## src/rtl/alarm_ring_if.sv

```systemverilog
// Alarm ring controller bus: comparator/button inputs
// plus buzzer and status outputs.
interface alarm_ring_if #(
  parameter int MAX_SNOOZE = 3
);
  localparam int UW =
    (MAX_SNOOZE > 0) ? $clog2(MAX_SNOOZE + 1) : 1;

  logic          tick_1hz;
  logic          match;
  logic          alarm_en;
  logic          snooze_btn;
  logic          stop_btn;
  logic          buzzer;
  logic          ringing;
  logic          snoozing;
  logic [UW-1:0] snooze_used;

  modport master (
    output tick_1hz,
    output match,
    output alarm_en,
    output snooze_btn,
    output stop_btn,
    input  buzzer,
    input  ringing,
    input  snoozing,
    input  snooze_used
  );

  modport slave (
    input  tick_1hz,
    input  match,
    input  alarm_en,
    input  snooze_btn,
    input  stop_btn,
    output buzzer,
    output ringing,
    output snoozing,
    output snooze_used
  );
endinterface

```

## src/rtl/alarm_ring_controller.sv

```systemverilog
// Alarm buzzer sequencer: ring, snooze, auto-off
// and on/off beep pattern generation.
module alarm_ring_controller #(
  parameter int SNOOZE_SEC       = 300,
  parameter int RING_TIMEOUT_SEC = 60,
  parameter int MAX_SNOOZE       = 3,
  parameter int BEEP_CYCLES      = 25_000_000
) (
  input logic        clk,
  input logic        reset,
  alarm_ring_if.slave bus
);

  localparam int RW =
    (RING_TIMEOUT_SEC > 1) ? $clog2(RING_TIMEOUT_SEC) : 1;
  localparam int SW = $clog2(SNOOZE_SEC + 1);
  localparam int UW =
    (MAX_SNOOZE > 0) ? $clog2(MAX_SNOOZE + 1) : 1;
  localparam int BW =
    (BEEP_CYCLES > 1) ? $clog2(BEEP_CYCLES) : 1;

  localparam logic [RW-1:0] RING_LAST =
    RW'(RING_TIMEOUT_SEC - 1);
  localparam logic [SW-1:0] SNZ_LOAD = SW'(SNOOZE_SEC);
  localparam logic [UW-1:0] USED_MAX = UW'(MAX_SNOOZE);
  localparam logic [BW-1:0] BEEP_LAST =
    BW'(BEEP_CYCLES - 1);

  typedef enum logic [1:0] {
    IDLE    = 2'b00,
    RINGING = 2'b01,
    SNOOZE  = 2'b10
  } state_t;

  state_t        state_q, state_d;
  logic [RW-1:0] ring_cnt_q, ring_cnt_d;
  logic [SW-1:0] snz_cnt_q, snz_cnt_d;
  logic [UW-1:0] used_q, used_d;
  logic [BW-1:0] beep_cnt_q, beep_cnt_d;
  logic          phase_q, phase_d;

  logic match_q, snz_btn_q, stop_btn_q;
  logic buzzer_q, ringing_q, snoozing_q;

  logic match_rise, snz_rise, stop_rise;

  assign match_rise = bus.match & ~match_q;
  assign snz_rise   = bus.snooze_btn & ~snz_btn_q;
  assign stop_rise  = bus.stop_btn & ~stop_btn_q;

  // Next-state, counter and beep-phase decode.
  always_comb begin
    state_d    = state_q;
    ring_cnt_d = ring_cnt_q;
    snz_cnt_d  = snz_cnt_q;
    used_d     = used_q;
    beep_cnt_d = beep_cnt_q;
    phase_d    = phase_q;
    case (state_q)
      IDLE: begin
        if (match_rise && bus.alarm_en) begin
          state_d    = RINGING;
          ring_cnt_d = '0;
          used_d     = '0;
          beep_cnt_d = '0;
          phase_d    = 1'b1;
        end
      end
      RINGING: begin
        if (!bus.alarm_en || stop_rise) begin
          state_d = IDLE;
        end else begin
          if (snz_rise) begin
            // At the limit the press is swallowed.
            if (used_q < USED_MAX) begin
              state_d   = SNOOZE;
              snz_cnt_d = SNZ_LOAD;
              used_d    = used_q + 1'b1;
            end
          end else if (bus.tick_1hz) begin
            if (ring_cnt_q == RING_LAST) begin
              state_d = IDLE;
            end else begin
              ring_cnt_d = ring_cnt_q + 1'b1;
            end
          end
          if (state_d == RINGING) begin
            if (beep_cnt_q == BEEP_LAST) begin
              beep_cnt_d = '0;
              phase_d    = ~phase_q;
            end else begin
              beep_cnt_d = beep_cnt_q + 1'b1;
            end
          end
        end
      end
      SNOOZE: begin
        if (!bus.alarm_en || stop_rise) begin
          state_d = IDLE;
        end else if (bus.tick_1hz) begin
          if (snz_cnt_q == SW'(1)) begin
            state_d    = RINGING;
            ring_cnt_d = '0;
            beep_cnt_d = '0;
            phase_d    = 1'b1;
          end else begin
            snz_cnt_d = snz_cnt_q - 1'b1;
          end
        end
      end
      default: begin
        state_d = IDLE;
      end
    endcase
  end

  // State, counters, edge history and registered outputs.
  always_ff @(posedge clk or negedge reset) begin
    if (!reset) begin
      state_q    <= IDLE;
      ring_cnt_q <= '0;
      snz_cnt_q  <= '0;
      used_q     <= '0;
      beep_cnt_q <= '0;
      phase_q    <= 1'b0;
      match_q    <= 1'b1;
      snz_btn_q  <= 1'b1;
      stop_btn_q <= 1'b1;
      buzzer_q   <= 1'b0;
      ringing_q  <= 1'b0;
      snoozing_q <= 1'b0;
    end else begin
      state_q    <= state_d;
      ring_cnt_q <= ring_cnt_d;
      snz_cnt_q  <= snz_cnt_d;
      used_q     <= used_d;
      beep_cnt_q <= beep_cnt_d;
      phase_q    <= phase_d;
      match_q    <= bus.match;
      snz_btn_q  <= bus.snooze_btn;
      stop_btn_q <= bus.stop_btn;
      buzzer_q   <= (state_d == RINGING) & phase_d;
      ringing_q  <= (state_d == RINGING);
      snoozing_q <= (state_d == SNOOZE);
    end
  end

  assign bus.buzzer      = buzzer_q;
  assign bus.ringing     = ringing_q;
  assign bus.snoozing    = snoozing_q;
  assign bus.snooze_used = used_q;

endmodule

```

## src/flat_wrapper.sv

```systemverilog
// flat-port wrapper written by rule: the top's interface ports become plain ports
module alarm_ring_controller_flat 
#(
  parameter int SNOOZE_SEC       = 300,
  parameter int RING_TIMEOUT_SEC = 60,
  parameter int MAX_SNOOZE       = 3,
  parameter int BEEP_CYCLES      = 25_000_000
)
  (clk, reset, bus_tick_1hz, bus_match, bus_alarm_en, bus_snooze_btn, bus_stop_btn, bus_buzzer, bus_ringing, bus_snoozing, bus_snooze_used);
  alarm_ring_if #(.MAX_SNOOZE(MAX_SNOOZE)) bus_i ();
  input logic clk;
  input logic reset;
  input wire logic [$bits(bus_i.tick_1hz)-1:0] bus_tick_1hz;
  input wire logic [$bits(bus_i.match)-1:0] bus_match;
  input wire logic [$bits(bus_i.alarm_en)-1:0] bus_alarm_en;
  input wire logic [$bits(bus_i.snooze_btn)-1:0] bus_snooze_btn;
  input wire logic [$bits(bus_i.stop_btn)-1:0] bus_stop_btn;
  output wire logic [$bits(bus_i.buzzer)-1:0] bus_buzzer;
  output wire logic [$bits(bus_i.ringing)-1:0] bus_ringing;
  output wire logic [$bits(bus_i.snoozing)-1:0] bus_snoozing;
  output wire logic [$bits(bus_i.snooze_used)-1:0] bus_snooze_used;
  assign bus_i.tick_1hz = bus_tick_1hz;
  assign bus_i.match = bus_match;
  assign bus_i.alarm_en = bus_alarm_en;
  assign bus_i.snooze_btn = bus_snooze_btn;
  assign bus_i.stop_btn = bus_stop_btn;
  assign bus_buzzer = bus_i.buzzer;
  assign bus_ringing = bus_i.ringing;
  assign bus_snoozing = bus_i.snoozing;
  assign bus_snooze_used = bus_i.snooze_used;
  alarm_ring_controller #(.SNOOZE_SEC(SNOOZE_SEC), .RING_TIMEOUT_SEC(RING_TIMEOUT_SEC), .MAX_SNOOZE(MAX_SNOOZE), .BEEP_CYCLES(BEEP_CYCLES)) u_core (.clk(clk), .reset(reset), .bus(bus_i));
endmodule
```

## config.mk

```make
export PLATFORM = sky130hd
export DESIGN_NAME = alarm_ring_controller_flat
export DESIGN_NICKNAME = d
export VERILOG_FILES = /design/src/rtl/alarm_ring_if.sv /design/src/rtl/alarm_ring_controller.sv /design/src/flat_wrapper.sv
export SDC_FILE = /design/constraint.sdc
export NUM_CORES = 1
export LEC_CHECK = 0
export ABC_AREA = 1
export BUFFER_PORTS_ARGS = -buffer_cell sky130_fd_sc_hd__buf_2
export CAP_MARGIN = 20
export CORE_UTILIZATION = 50
export CTS_CLUSTER_DIAMETER = 80
export DETAILED_ROUTE_END_ITERATION = 12
export PLACE_DENSITY = 0.81
export SLEW_MARGIN = 20
export SYNTH_ARGS = -nofsm -noshare
export SYNTH_HDL_FRONTEND = slang
export SYNTH_SLANG_ARGS = --single-unit
```

## constraint.sdc

```tcl
create_clock -name clk -period 1.5 [get_ports clk]
set_input_delay 0.075 -clock clk [delete_from_list [all_inputs] [get_ports clk]]
set_output_delay 0.075 -clock clk [all_outputs]
set_load 0.02 [all_outputs]
```

**After elaboration in Yosys (flattened, before gate mapping)**

Index checks and enable logic that the tools add are counted.

- Register bits after elaboration: 51
- Input bits: 7
- Output and inout port bits: 5
- Word-level logic and storage cells: 105

- Add/subtract/negate cells: 4
- Magnitude comparators: 1
- Eq/ne operators: 20
- Multiplexer cells: 49
- Bitwise gates (word level): 8
- Reductions and logical operators: 11

Operator list:

| cell | count |
|---|---|
| $mux W25 | 7 |
| $pmux W25 S3 | 1 |
| $mux W9 | 6 |
| $mux W6 | 8 |
| $mux W2 | 15 |
| $add A25 B1 Y25 const B | 1 |
| $eq A25 B25 Y1 const B | 1 |
| $pmux W6 S3 | 1 |
| $pmux W9 S2 | 1 |
| $ne A2 B2 Y1 const B | 7 |
| $reduce_and A7 Y1 | 2 |
| $ne A2 B1 Y1 const B | 5 |
| $eq A9 B1 Y1 const B | 1 |
| $reduce_and A9 Y1 | 1 |
| $sub A9 B1 Y9 const B | 1 |
| $mux W1 | 7 |
| $add A6 B1 Y6 const B | 1 |
| $eq A2 B1 Y1 const B | 3 |
| $eq A6 B6 Y1 const B | 1 |
| $pmux W2 S3 | 1 |
| $reduce_and A5 Y1 | 1 |
| $and A1 B1 Y1 | 4 |
| $eq A2 B2 Y1 const B | 2 |
| $not A1 Y1 | 4 |
| 10 further kinds | 11 |

**Depth between registers and ports, before layout**

- Depth in word-level cells: 11
- Depth in mapped cells: 12
- Depth with buffers taken out: 12

**Worst setup path before layout**

No wires, ideal clock.

- Path type: flip-flop to flip-flop
- Start point: register u_core.beep_cnt_q[0]
- End point: register u_core.beep_cnt_q[13]
- Setup time: 0.121 ns
- Arrival time: 1.522 ns
- Slack: -0.143 ns
- Stages on the path, launching flop included: 10
- Buffers on the path: 1
- Clock period less this slack: 1.643 ns
- Cells stage by stage: dfrtp_1 > ha_1 > nand2_2 > nor2_4 > nand4_1 > nor3_2 > buf_4 > nor2_1 > nand3_1 > o21ai_1

- Longest elaborated chain between the ends: 5
- Elaborated cells on any way between the ends: 6
- Those cells by class: add/sub (1); eq/ne (1); mux (4)

Ends and longest elaborated chain:

| element | RTL line | RTL |
|---|---|---|
| start: declaration | alarm_ring_controller.sv:39 | `logic [BW-1:0] beep_cnt_q, beep_cnt_d;` |
| start signal: assignment | alarm_ring_controller.sv:137 | `beep_cnt_q <= beep_cnt_d;` |
| $add A25 B1 Y25 or $eq A25 B25 Y1 (tied branches) | alarm_ring_controller.sv:92, alarm_ring_controller.sv:88 |  |
| $mux W25 (*) | alarm_ring_controller.sv:88 | `if (beep_cnt_q == BEEP_LAST) begin` |
| $mux W25 (*) | alarm_ring_controller.sv:87 | `if (state_d == RINGING) begin` |
| $mux W25 (*) | alarm_ring_controller.sv:70 | `if (!bus.alarm_en \|\| stop_rise) begin` |
| $pmux W25 S3 (*) | alarm_ring_controller.sv:59 | `case (state_q)` |

Every way passes the cells marked *; elsewhere a longest branch is shown, timed or not. The select of a mux whose other input is x is not followed.
A chain may end at the register's enable or synchronous reset.

**Worst setup path in the final report**

- Start point: register u_core.stop_btn_q
- End point: register u_core.ring_cnt_q[1]

- Longest elaborated chain between the ends: 5
- Elaborated cells on any way between the ends: 6
- Those cells by class: eq/ne (2); bitwise (2); reduce/logical (2)

Ends and longest elaborated chain:

| element | RTL line | RTL |
|---|---|---|
| start: declaration | alarm_ring_controller.sv:42 | `logic match_q, snz_btn_q, stop_btn_q;` |
| start signal: assignment | alarm_ring_controller.sv:141 | `stop_btn_q <= bus.stop_btn;` |
| $not A1 Y1 (*) | alarm_ring_controller.sv:49 | `assign stop_rise = bus.stop_btn & ~stop_btn_q;` |
| $and A1 B1 Y1 (*) | alarm_ring_controller.sv:49 |  |
| $logic_or A1 B1 Y1 (*) | alarm_ring_controller.sv:70, alarm_ring_controller.sv:98 |  |
| $ne A2 B2 Y1 (no line) | n/a |  |
| $reduce_and A9 Y1 (no line) (*) | n/a |  |
| end signal: assignment | alarm_ring_controller.sv:134 | `ring_cnt_q <= ring_cnt_d;` |
| end: declaration | alarm_ring_controller.sv:36 | `logic [RW-1:0] ring_cnt_q, ring_cnt_d;` |

Every way passes the cells marked *; elsewhere a longest branch is shown, timed or not.

==> results.cfg <==
[flow_run]
cap_viol_max_count = 0

[final_layout]
final_common_cell = nand2_1
area_growth_pct = 42.00
fin_area_um2 = 4687
nets = 574
stdcell_count = 640
insertedDiodeCount = 0
drive_above_1_share_pct = 41.03
final_cell_mix = 106 x nand2_1, 84 x buf_4, 45 x dfrtp_1, 42 x nor2_1, 37 x nand3_1

[setup_path]
worstSetupPathType = register to register
rr_worst_depth = 9
worstPathMaxFanout = 5
worstPathRequired_ns = 1.76
critPathCaptureType = register
r2r_end = u_core.ring_cnt_q[1]
crit_start = u_core.stop_btn_q
rr_startpoint = u_core.stop_btn_q
cp-start-kind = register
r2r_slack_ns = -0.35
cp.arrival_ns = 2.11
endpoint = u_core.ring_cnt_q[1]

[clock_network]
cts-buffers-inserted = 5
h-tree-depth = 2
clock_sinks = 51
clkLatencyLatePin_ns = 0.32
cts_max_path_buffers = 2
cts_tree = yes
clkTransAtPathRegs_ns = 0.11
cts-root-buf = clkbuf_8

[placed_design]
dp_cells = 606
dp_hpwl_mm = 6.267
portBuffers = 11
gp_congestion = 0.9623
place_area_um2 = 4008

[run_status]
violations = negative setup slack
status = finished, violations left

[power_and_ir_drop]
ir_drop_uv = 741.7
swShare_pct = 34.57
p_leak_nw = 2.188
pwr-share-comb_pct = 30.2
clockPowerShare_pct = 25.0
report.power.total_mw = 3.528
p_int_mw = 2.309
p_per_area_nw_per_um2 = 752.8
p_switching_mw = 1.220
sequentialPowerShare_pct = 44.8

[synthesis]
synth_area_um2 = 3301
ys_ff_latch = 51
ys_warn_count = 0
synth_nets = 465
yosysSeqAreaShare_pct = 38.78
synthDistinctLibCells = 37
avgSynthCellArea_um2 = 7.286
synth_cells = 453

[worst_hold_path]
worstHoldPathType = input pin to async pin

[sta]
setup_viol = 47
setup_ws_ns = -0.3520
rsz0062_at_grt = true
final_hold_viol_count = 0
skew_ns = 0.01903
fmax_ghz = 0.5400
tightest_slew_ns = 0.4172
post-route-period-util_pct = 123.5
hold_ws_ns = 0.2566
drv_slew = 0
period_needed_ns = 1.852
fin_setup_tns_ns = -11.24
relSlewSlack_pct = 72.18

[die]
rows = 29
fp.dieH_um = 83.25
die_x_um = 83.25
core_area_um2 = 6350
start_util_pct = 51.98
io_pins = 12
fp.dieArea_um2 = 6931

[detailed_routing]
wire_per_inst_um = 18.94
wirelength_mm = 12.12
vias = 3765
route.detailed.drc = 0
drtIter0Drc = 403
drtAntennaViolNets = 0
firstDrtPassIters = 5
routed_via_density = 5.883

[grt]
grt_pass1_wl_mm = 17.20
grt_overflow_total = 0
first_global_vias = 3757
antenna_found_initial = 0
grt_use_total_pct = 30.92
grt_max_degree = 36
-- metal layers --
layer	track usage, %	vias to the layer above	wire, um
met5	0	-	0
met4	12.07	0	652
met3	5.268	75	876
met2	57.45	249	6102
met1	34.98	1783	4492
li1	-	1658	-
-- synthesized netlist by cell type, drive strengths merged --
master	instances	share of area, %
nand3b	1	0.23
nor3b	1	0.23
o32ai	1	0.27
nand3	46	7.1
o21ai	25	3.9
a21oi	7	1.2
nor2	70	10
o31ai	5	1.9
nand4	10	1.9
buf	10	2.4
nor3	14	2.8
clkinv	1	0.15
dfrtp	48	36
dfstp	3	2.4
ha	5	1.9
inv	53	6.1
xor2	16	4.2
o211ai	1	0.23
or2	2	0.38
nand2	130	15
xnor2	4	1.1
-- flip-flops by register name, indices dropped and copies added, names as in the netlist, 2 cells and up --
| register | count |
|---|---|
| u_core.bus.snooze_used | 2 |
| u_core.state_q | 2 |
| u_core.beep_cnt_q | 25 |
| u_core.ring_cnt_q | 6 |
| u_core.snz_cnt_q | 9 |
-- logic make-up after synthesis --
logic type / Yosys count / synth area share, %
AND/OR/NAND/NOR: 274 / 37.91
XOR/XNOR: 20 / 5.307
buffers and inverters: 64 / 8.642
adder cells (fa/ha/maj): 5 / 1.895
AO/OA/AOI/OAI: 39 / 7.468
flip-flops: 51 / 38.78
-- power groups by stage --
stage          logic (mW)  registers, mW  clock network, mW
6_report             1.06           1.58              0.883
5_1_grt              1.12           1.58              0.931
4_1_cts             0.855           1.56              0.881
3_5_place_dp        0.730           1.59                  0
3_3_place_gp        0.700           1.58                  0
2_1_floorplan       0.376           1.61                  0
-- metrics by stage --
stage	util [%]	setup slack, ns
after floorplan	-	-0.03950
after global placement	63.11	-0.1296
after detailed placement	63.11	-0.1641
after CTS	69.64	-0.1705
after global routing	73.81	-0.4219
final	73.81	-0.3520
-- worst min path at each step --
stage	start	to	slack (ns)	depth (start not counted)
floorplan	reset	u_core.beep_cnt_q[0]	-0.22	0
detailed placement	reset	u_core.snz_cnt_q[4]	0.02	1
global route	reset	u_core.snz_cnt_q[4]	0.30	2
global placement	reset	u_core.snz_cnt_q[4]	0.02	1
CTS	bus_alarm_en	u_core.state_q[1]	0.23	5
finish	reset	u_core.snz_cnt_q[4]	0.26	2
-- layout make-up --
cell class | instances | area (um^2)
Multi-Input combinational cell | 338 | 2077
Fill cell | 414 | 1663
Sequential cell | 51 | 1284
Timing Repair Buffer | 112 | 915.9
Inverter | 54 | 215.2
Tap cell | 77 | 96.34
Clock buffer | 6 | 82.58
Clock inverter | 2 | 16.27
-- timing repair --
action / 4_1_cts / 5_1_grt
hold buffers: 4 / 0
cloned: 2 / 1
resized for setup: 55 / 51
endpoints found under the setup margin: 41 / 48
buffers inserted: 7 / 15
hold endpoints to repair: 19 / 0
pin swaps: 21 / 24
-- critical path, cell delays in order (launching register included) --
cell and delay [ns]:
dfstp_2 0.55, inv_2 0.05, a21oi_4 0.22, o21ai_1 0.12
o21ai_1 0.23, nand2_2 0.12, nor2_4 0.19, buf_4 0.15
nand3_1 0.07, nand2_1 0.09
No activity file was read; power rests on OpenSTA's default activity.
